$ cat src/rtl/vec_result_serializer_if.sv
// vec_result_serializer_if: vector-in / element-out handshake bundle for vec_result_serializer
`ifndef I_WIDTH
`define I_WIDTH 32
`endif
`ifndef VECTOR
`define VECTOR 4
`endif
interface vec_result_serializer_if #(
  parameter int I_WIDTH = `I_WIDTH,
  parameter int VECTOR  = `VECTOR
);
  localparam int IW = VECTOR > 1 ? $clog2(VECTOR) : 1;
  logic               vec_valid;
  logic               vec_ready;
  logic [I_WIDTH-1:0] vec_in [VECTOR];
  logic               elem_valid;
  logic               elem_ready;
  logic [I_WIDTH-1:0] elem_data;
  logic [IW-1:0]      elem_idx;
  logic               elem_last;
  modport master (
    output vec_valid, vec_in, elem_ready,
    input  vec_ready, elem_valid, elem_data, elem_idx, elem_last
  );
  modport slave (
    input  vec_valid, vec_in, elem_ready,
    output vec_ready, elem_valid, elem_data, elem_idx, elem_last
  );
endinterface

$ cat src/rtl/vec_result_serializer.sv
// vec_result_serializer: captures a VECTOR-lane result and streams it out one element per beat, lane 0 first
module vec_result_serializer #(
  parameter int I_WIDTH = `I_WIDTH,
  parameter int VECTOR  = `VECTOR
) (
  input  logic                    clk,
  input  logic                    rst_n,
  vec_result_serializer_if.slave  s,
  output logic                    busy,
  output logic [15:0]             vec_done_cnt
);
  localparam int IW = VECTOR > 1 ? $clog2(VECTOR) : 1;
  typedef enum logic {IDLE, DRAIN} state_t;
  state_t             state, next_state;
  logic [I_WIDTH-1:0] lanes [VECTOR];
  logic [IW-1:0]      idx;
  logic               last_lane, vec_hs, elem_hs;
  always_ff @(posedge clk or negedge rst_n)
    if (!rst_n) state <= IDLE;
    else state <= next_state;
  // a vector handshake in DRAIN only happens alongside the last element, so it always lands in DRAIN
  always_comb begin
    vec_hs     = s.vec_valid && s.vec_ready;
    elem_hs    = s.elem_valid && s.elem_ready;
    next_state = vec_hs ? DRAIN : (elem_hs && s.elem_last) ? IDLE : state;
  end
  always_comb begin
    last_lane    = idx == IW'(VECTOR - 1);
    s.elem_valid = state == DRAIN;
    s.elem_last  = s.elem_valid && last_lane;
    s.elem_data  = s.elem_valid ? lanes[idx] : '0;
    s.elem_idx   = s.elem_valid ? idx : '0;
    s.vec_ready  = rst_n && (!s.elem_valid || (s.elem_ready && s.elem_last));
    busy         = s.elem_valid;
  end
  always_ff @(posedge clk or negedge rst_n)
    if (!rst_n) begin
      lanes        <= '{default: '0};
      idx          <= '0;
      vec_done_cnt <= '0;
    end else begin
      if (vec_hs) lanes <= s.vec_in;
      idx <= (vec_hs || (elem_hs && last_lane)) ? '0 : elem_hs ? idx + 1'b1 : idx;
      if (elem_hs && last_lane) vec_done_cnt <= vec_done_cnt + 16'd1;
    end
endmodule
$ cat src/flat_wrapper.sv
// flat-port wrapper written by rule: the top's interface ports become plain ports
module vec_result_serializer_flat 
#(
  parameter int I_WIDTH = `I_WIDTH,
  parameter int VECTOR  = `VECTOR
)
  (clk, rst_n, busy, vec_done_cnt, s_vec_valid, s_vec_in, s_elem_ready, s_vec_ready, s_elem_valid, s_elem_data, s_elem_idx, s_elem_last);
  vec_result_serializer_if #(.I_WIDTH(I_WIDTH), .VECTOR(VECTOR)) s_i ();
  input  logic clk;
  input  logic rst_n;
  output logic busy;
  output logic [15:0] vec_done_cnt;
  input wire logic [$bits(s_i.vec_valid)-1:0] s_vec_valid;
  input wire logic [$bits(s_i.vec_in)-1:0] s_vec_in;
  input wire logic [$bits(s_i.elem_ready)-1:0] s_elem_ready;
  output wire logic [$bits(s_i.vec_ready)-1:0] s_vec_ready;
  output wire logic [$bits(s_i.elem_valid)-1:0] s_elem_valid;
  output wire logic [$bits(s_i.elem_data)-1:0] s_elem_data;
  output wire logic [$bits(s_i.elem_idx)-1:0] s_elem_idx;
  output wire logic [$bits(s_i.elem_last)-1:0] s_elem_last;
  assign s_i.vec_valid = s_vec_valid;
  assign s_i.vec_in = {>>{s_vec_in}};
  assign s_i.elem_ready = s_elem_ready;
  assign s_vec_ready = s_i.vec_ready;
  assign s_elem_valid = s_i.elem_valid;
  assign s_elem_data = s_i.elem_data;
  assign s_elem_idx = s_i.elem_idx;
  assign s_elem_last = s_i.elem_last;
  vec_result_serializer #(.I_WIDTH(I_WIDTH), .VECTOR(VECTOR)) u_core (.clk(clk), .rst_n(rst_n), .s(s_i), .busy(busy), .vec_done_cnt(vec_done_cnt));
endmodule
$ cat config.mk
export PLATFORM = sky130hd
export DESIGN_NAME = vec_result_serializer_flat
export DESIGN_NICKNAME = d
export VERILOG_FILES = /design/src/rtl/vec_result_serializer_if.sv /design/src/rtl/vec_result_serializer.sv /design/src/flat_wrapper.sv
export SDC_FILE = /design/constraint.sdc
export NUM_CORES = 1
export LEC_CHECK = 0
export ABC_AREA = 1
export BUFFER_PORTS_ARGS = -buffer_cell sky130_fd_sc_hd__buf_2
export CAP_MARGIN = 15
export CORE_AREA = 3 3 127 129
export CTS_BUF_LIST = sky130_fd_sc_hd__clkbuf_16
export CTS_CLUSTER_SIZE = 14
export DETAILED_ROUTE_END_ITERATION = 8
export DIE_AREA = 0 0 130 132
export GPL_ROUTABILITY_DRIVEN = 0
export PLACE_DENSITY = 0.78
export SKIP_LAST_GASP = 1
export SYNTH_ARGS = -nofsm -noshare
export SYNTH_HDL_FRONTEND = slang
export SYNTH_SLANG_ARGS = --single-unit
$ cat constraint.sdc
create_clock -name clk -period 1.7 [get_ports clk]
set_clock_uncertainty 0.1 [all_clocks]
set_input_delay 0.17 -clock clk [delete_from_list [all_inputs] [get_ports clk]]
set_output_delay 0.17 -clock clk [all_outputs]
set_load 0.02 [all_outputs]
==> impl_metrics.py <==
metrics = {
    "setup_path": {
        "crit_fanout": 6,
        "startpoint_type": "flop",
        "cp_slowest_cell": "dfrtp_2",
        "slowest_delay_ns": 0.39,
        "critical_path.top_delay_family": "buffers and inverters",
        "crit_arrival_ns": 1.78,
        "crit_chain": "buf_12 > clkbuf_16 > nor2_4 > nor2_2 > o21ai_2 > a21oi_2 > buf_6",
        "critPathBufInv": 3,
        "cp.required_ns": 1.43,
        "endpoint_kind": "primary output",
        "setup.worst_path.class": "flop to primary output",
    },
    "detailed_routing": {
        "drtAntennaViolNets": 0,
        "drtIter0Drc": 1017,
        "routed_wl_mm": 28.9,
        "first_pass_iters": 7,
        "drc": 0,
        "vias": 8310,
        "via_per_inst": 5.61,
        "wl_per_cell_um": 19.5,
    },
    "logic_synthesis": {
        "ys_async_sr_fraction_pct": 100,
        "synth_edf_count": 0,
        "yosysWarnings": 0,
        "syn_nets": 1080,
        "synth.avg_cell_area_um2": 7.67,
        "synth_cell_type_count": 24,
        "synthFlopType": "dfrtp_1",
        "synth_seq_cells": 147,
        "syn_area_mm2": 0.00725,
        "yosysSeqAreaShare_pct": 50.7,
        "syn_inst": 946,
    },
    "timing": {
        "setup_viol": 169,
        "finalMaxSlewViolations": 0,
        "grt_setup_unrepaired": "true",
        "tightest_slew_ns": 0.787,
        "fin_crit_ns": 2.05,
        "fin_ws_ns": -0.353,
        "hold_viol": 0,
        "clock.fmax_mhz": 487,
        "slew-limit-headroom_pct": 47.5,
        "finalCritPeriodShare_pct": 121,
    },
    "clocking": {
        "clkSinkCount": 147,
        "path_clk_slew_ns": 0.06,
        "cts_tree": "yes",
        "htree_levels": 4,
        "clkLatencyLatePin_ns": 0.42,
        "clock_path_buffers": 2,
        "cts-root-buf": "clkbuf_16",
        "cts_buffers": 17,
    },
    "floorplan": {
        "core_mm2": 0.0151,
        "start_util_pct": 47.9,
        "fp.dieH_um": 132,
        "io_pins": 186,
        "num_rows": 45,
        "die_x_um": 130,
        "die-area_mm2": 0.0172,
    },
    "grt": {
        "first_global_vias": 8070,
        "grtUsageTotal_pct": 28.9,
        "grt_pass1_wl_mm": 39.3,
        "grt_max_degree": 144,
        "overflow": 0,
        "antenna_found_initial": 3,
    },
    "place": {
        "dp_hpwl_mm": 12.7,
        "io_buffer_count": 185,
        "dp_cells": 1281,
    },
    "outcome": {
        "failed_checks": "negative setup slack",
        "outcome": "complete, but fails checks",
    },
    "hold_path": {
        "min_path_type": "input port to asynchronous set/reset pin",
    },
    "finish": {
        "final_util_pct": 76.8,
        "fill_cells": 947,
        "syn_to_final_growth_pct": 60.4,
        "drive_gt1_share_pct": 28.8,
        "nets": 1414,
        "final_common_cell": "nand2_1",
        "seq_area_mm2": 0.00368,
        "multi_input_area_mm2": 0.00342,
        "instances_no_fill": 1482,
        "final_cell_mix": "nand2_1, buf_2, dfrtp_1, dlygate4sd3_1, nor2_1",
    },
    "power_and_ir_drop": {
        "p_int_mw": 12.6,
        "seq_power_share_pct": 29.1,
        "p_per_area_mw_per_mm2": 1840,
        "clockPowerShare_pct": 18.7,
        "p_leak_nw": 5.85,
        "pwr-share-comb_pct": 52.3,
        "switchingPower_mw": 8.72,
        "swShare_pct": 40.8,
        "peakVddDrop_uv": 1230,
    },
    "job": {
        "drv_cap": 0,
    },
}
power by group through the flow:
| stage | clock, mW | combinational [mW] | sequential [mW] |
|---|---|---|---|
| floorplan | 0 | 5.42 | 5.88 |
| global placement | 0 | 7.56 | 5.98 |
| detailed placement | 0 | 7.72 | 6.01 |
| CTS | 4.01 | 9.24 | 6.02 |
| global route | 4.15 | 12.0 | 6.35 |
| finish | 3.99 | 11.2 | 6.21 |
through the flow:
stage / hold WS (ns) / area, um2 / power, mW / setup TNS [ns] / setup WS, ns
floorplan: -0.226 / 7360 / 11.3 / 0 / 0.00740
global placement: -0.126 / 8520 / 13.5 / 0 / 0.0330
detailed placement: -0.122 / 8520 / 13.7 / -0.00354 / -0.00354
CTS: 0.0391 / 10800 / 19.3 / -18.32 / -0.320
global route: 0.0521 / 11600 / 22.5 / -27.43 / -0.427
finish: 0.0495 / 11600 / 21.4 / -20.34 / -0.353
cell families after synthesis:
kind of cell / share of synthesized area (%)
AOI/OAI and AO/OA: 7.11
DFF: 50.7
adders and majority gates: 0.345
and+or+nand+nor: 34.6
xor gates and xnor gates: 0.845
buffers and inverters: 6.40
timing repair:
| item | CTS | global route |
|---|---|---|
| endpoints found under the setup margin | 36 | 171 |
| hold buffers | 129 | 0 |
| cloned | 8 | 19 |
| endpoints found under the hold margin | 275 | 0 |
| setup buffers | 2 | 11 |
| resized for setup | 75 | 119 |
| pin swaps | 11 | 25 |
cells in the mapped netlist, types with 2 or more instances:
| library cell | instances | area [um2] |
|---|---|---|
| buf_4 | 3 | 22.5 |
| xnor2_1 | 4 | 35.0 |
| buf_1 | 3 | 11.3 |
| nand4_1 | 5 | 31.3 |
| nor2_1 | 141 | 529 |
| clkbuf_1 | 37 | 139 |
| buf_6 | 11 | 124 |
| nor2_4 | 2 | 22.5 |
| nand3_1 | 122 | 611 |
| dfrtp_1 | 147 | 3680 |
| buf_2 | 13 | 65.1 |
| a21oi_1 | 32 | 160 |
| nand3_2 | 11 | 110 |
| xor2_1 | 3 | 26.3 |
| ha_1 | 2 | 25.0 |
| nand2_1 | 314 | 1180 |
| inv_1 | 20 | 75.1 |
| inv_2 | 2 | 7.51 |
| o21ai_0 | 68 | 340 |
| nand3b_1 | 2 | 15.0 |
registers in the layout, summed over array words and instances (netlist names):
| register | cells |
|---|---|
| u_core.busy | 1 |
| u_core.idx | 2 |
| u_core.lanes | 128 |
| u_core.vec_done_cnt | 16 |
area by class of cell:
type | instances | share of cell area [%]
clock buffers | 17 | 3.66
well taps | 188 | 2.02
flip-flops and latches | 147 | 31.6
diodes | 2 | 0.0430
repair buffers | 383 | 30.6
clock inverters | 14 | 1.68
multi-input cells | 709 | 29.4
inverters | 22 | 0.957
per-layer routing:
metal	global-route usage, %	vias to the layer above	part of all wire (%)
li1	-	3704	-
met4	13.4	0	4.3
met3	5.75	118	9.0
met5	0	-	0
met1	34.7	3923	37
met2	49.5	565	50
path summary, 6_finish.rpt:
check,startpoint,depth (start not counted),endpoint,slack (ns)
min in group clk,s_elem_ready,5,u_core.idx[0]$_DFFE_PN0P_,0.12
hold reg to reg,u_core.lanes[30]$_DFFE_PN0P_,2,u_core.lanes[30]$_DFFE_PN0P_,0.38
setup reg to reg,u_core.idx[0]$_DFFE_PN0P_,10,u_core.lanes[65]$_DFFE_PN0P_,-0.20
setup / recovery,u_core.idx[0]$_DFFE_PN0P_,7,s_elem_data[13],-0.35
max in group asynchronous,rst_n,3,u_core.lanes[125]$_DFFE_PN0P_,0.45
hold / removal,rst_n,2,u_core.busy$_DFFE_PN0P_,0.05
Power figures use the tool's default switching activity.
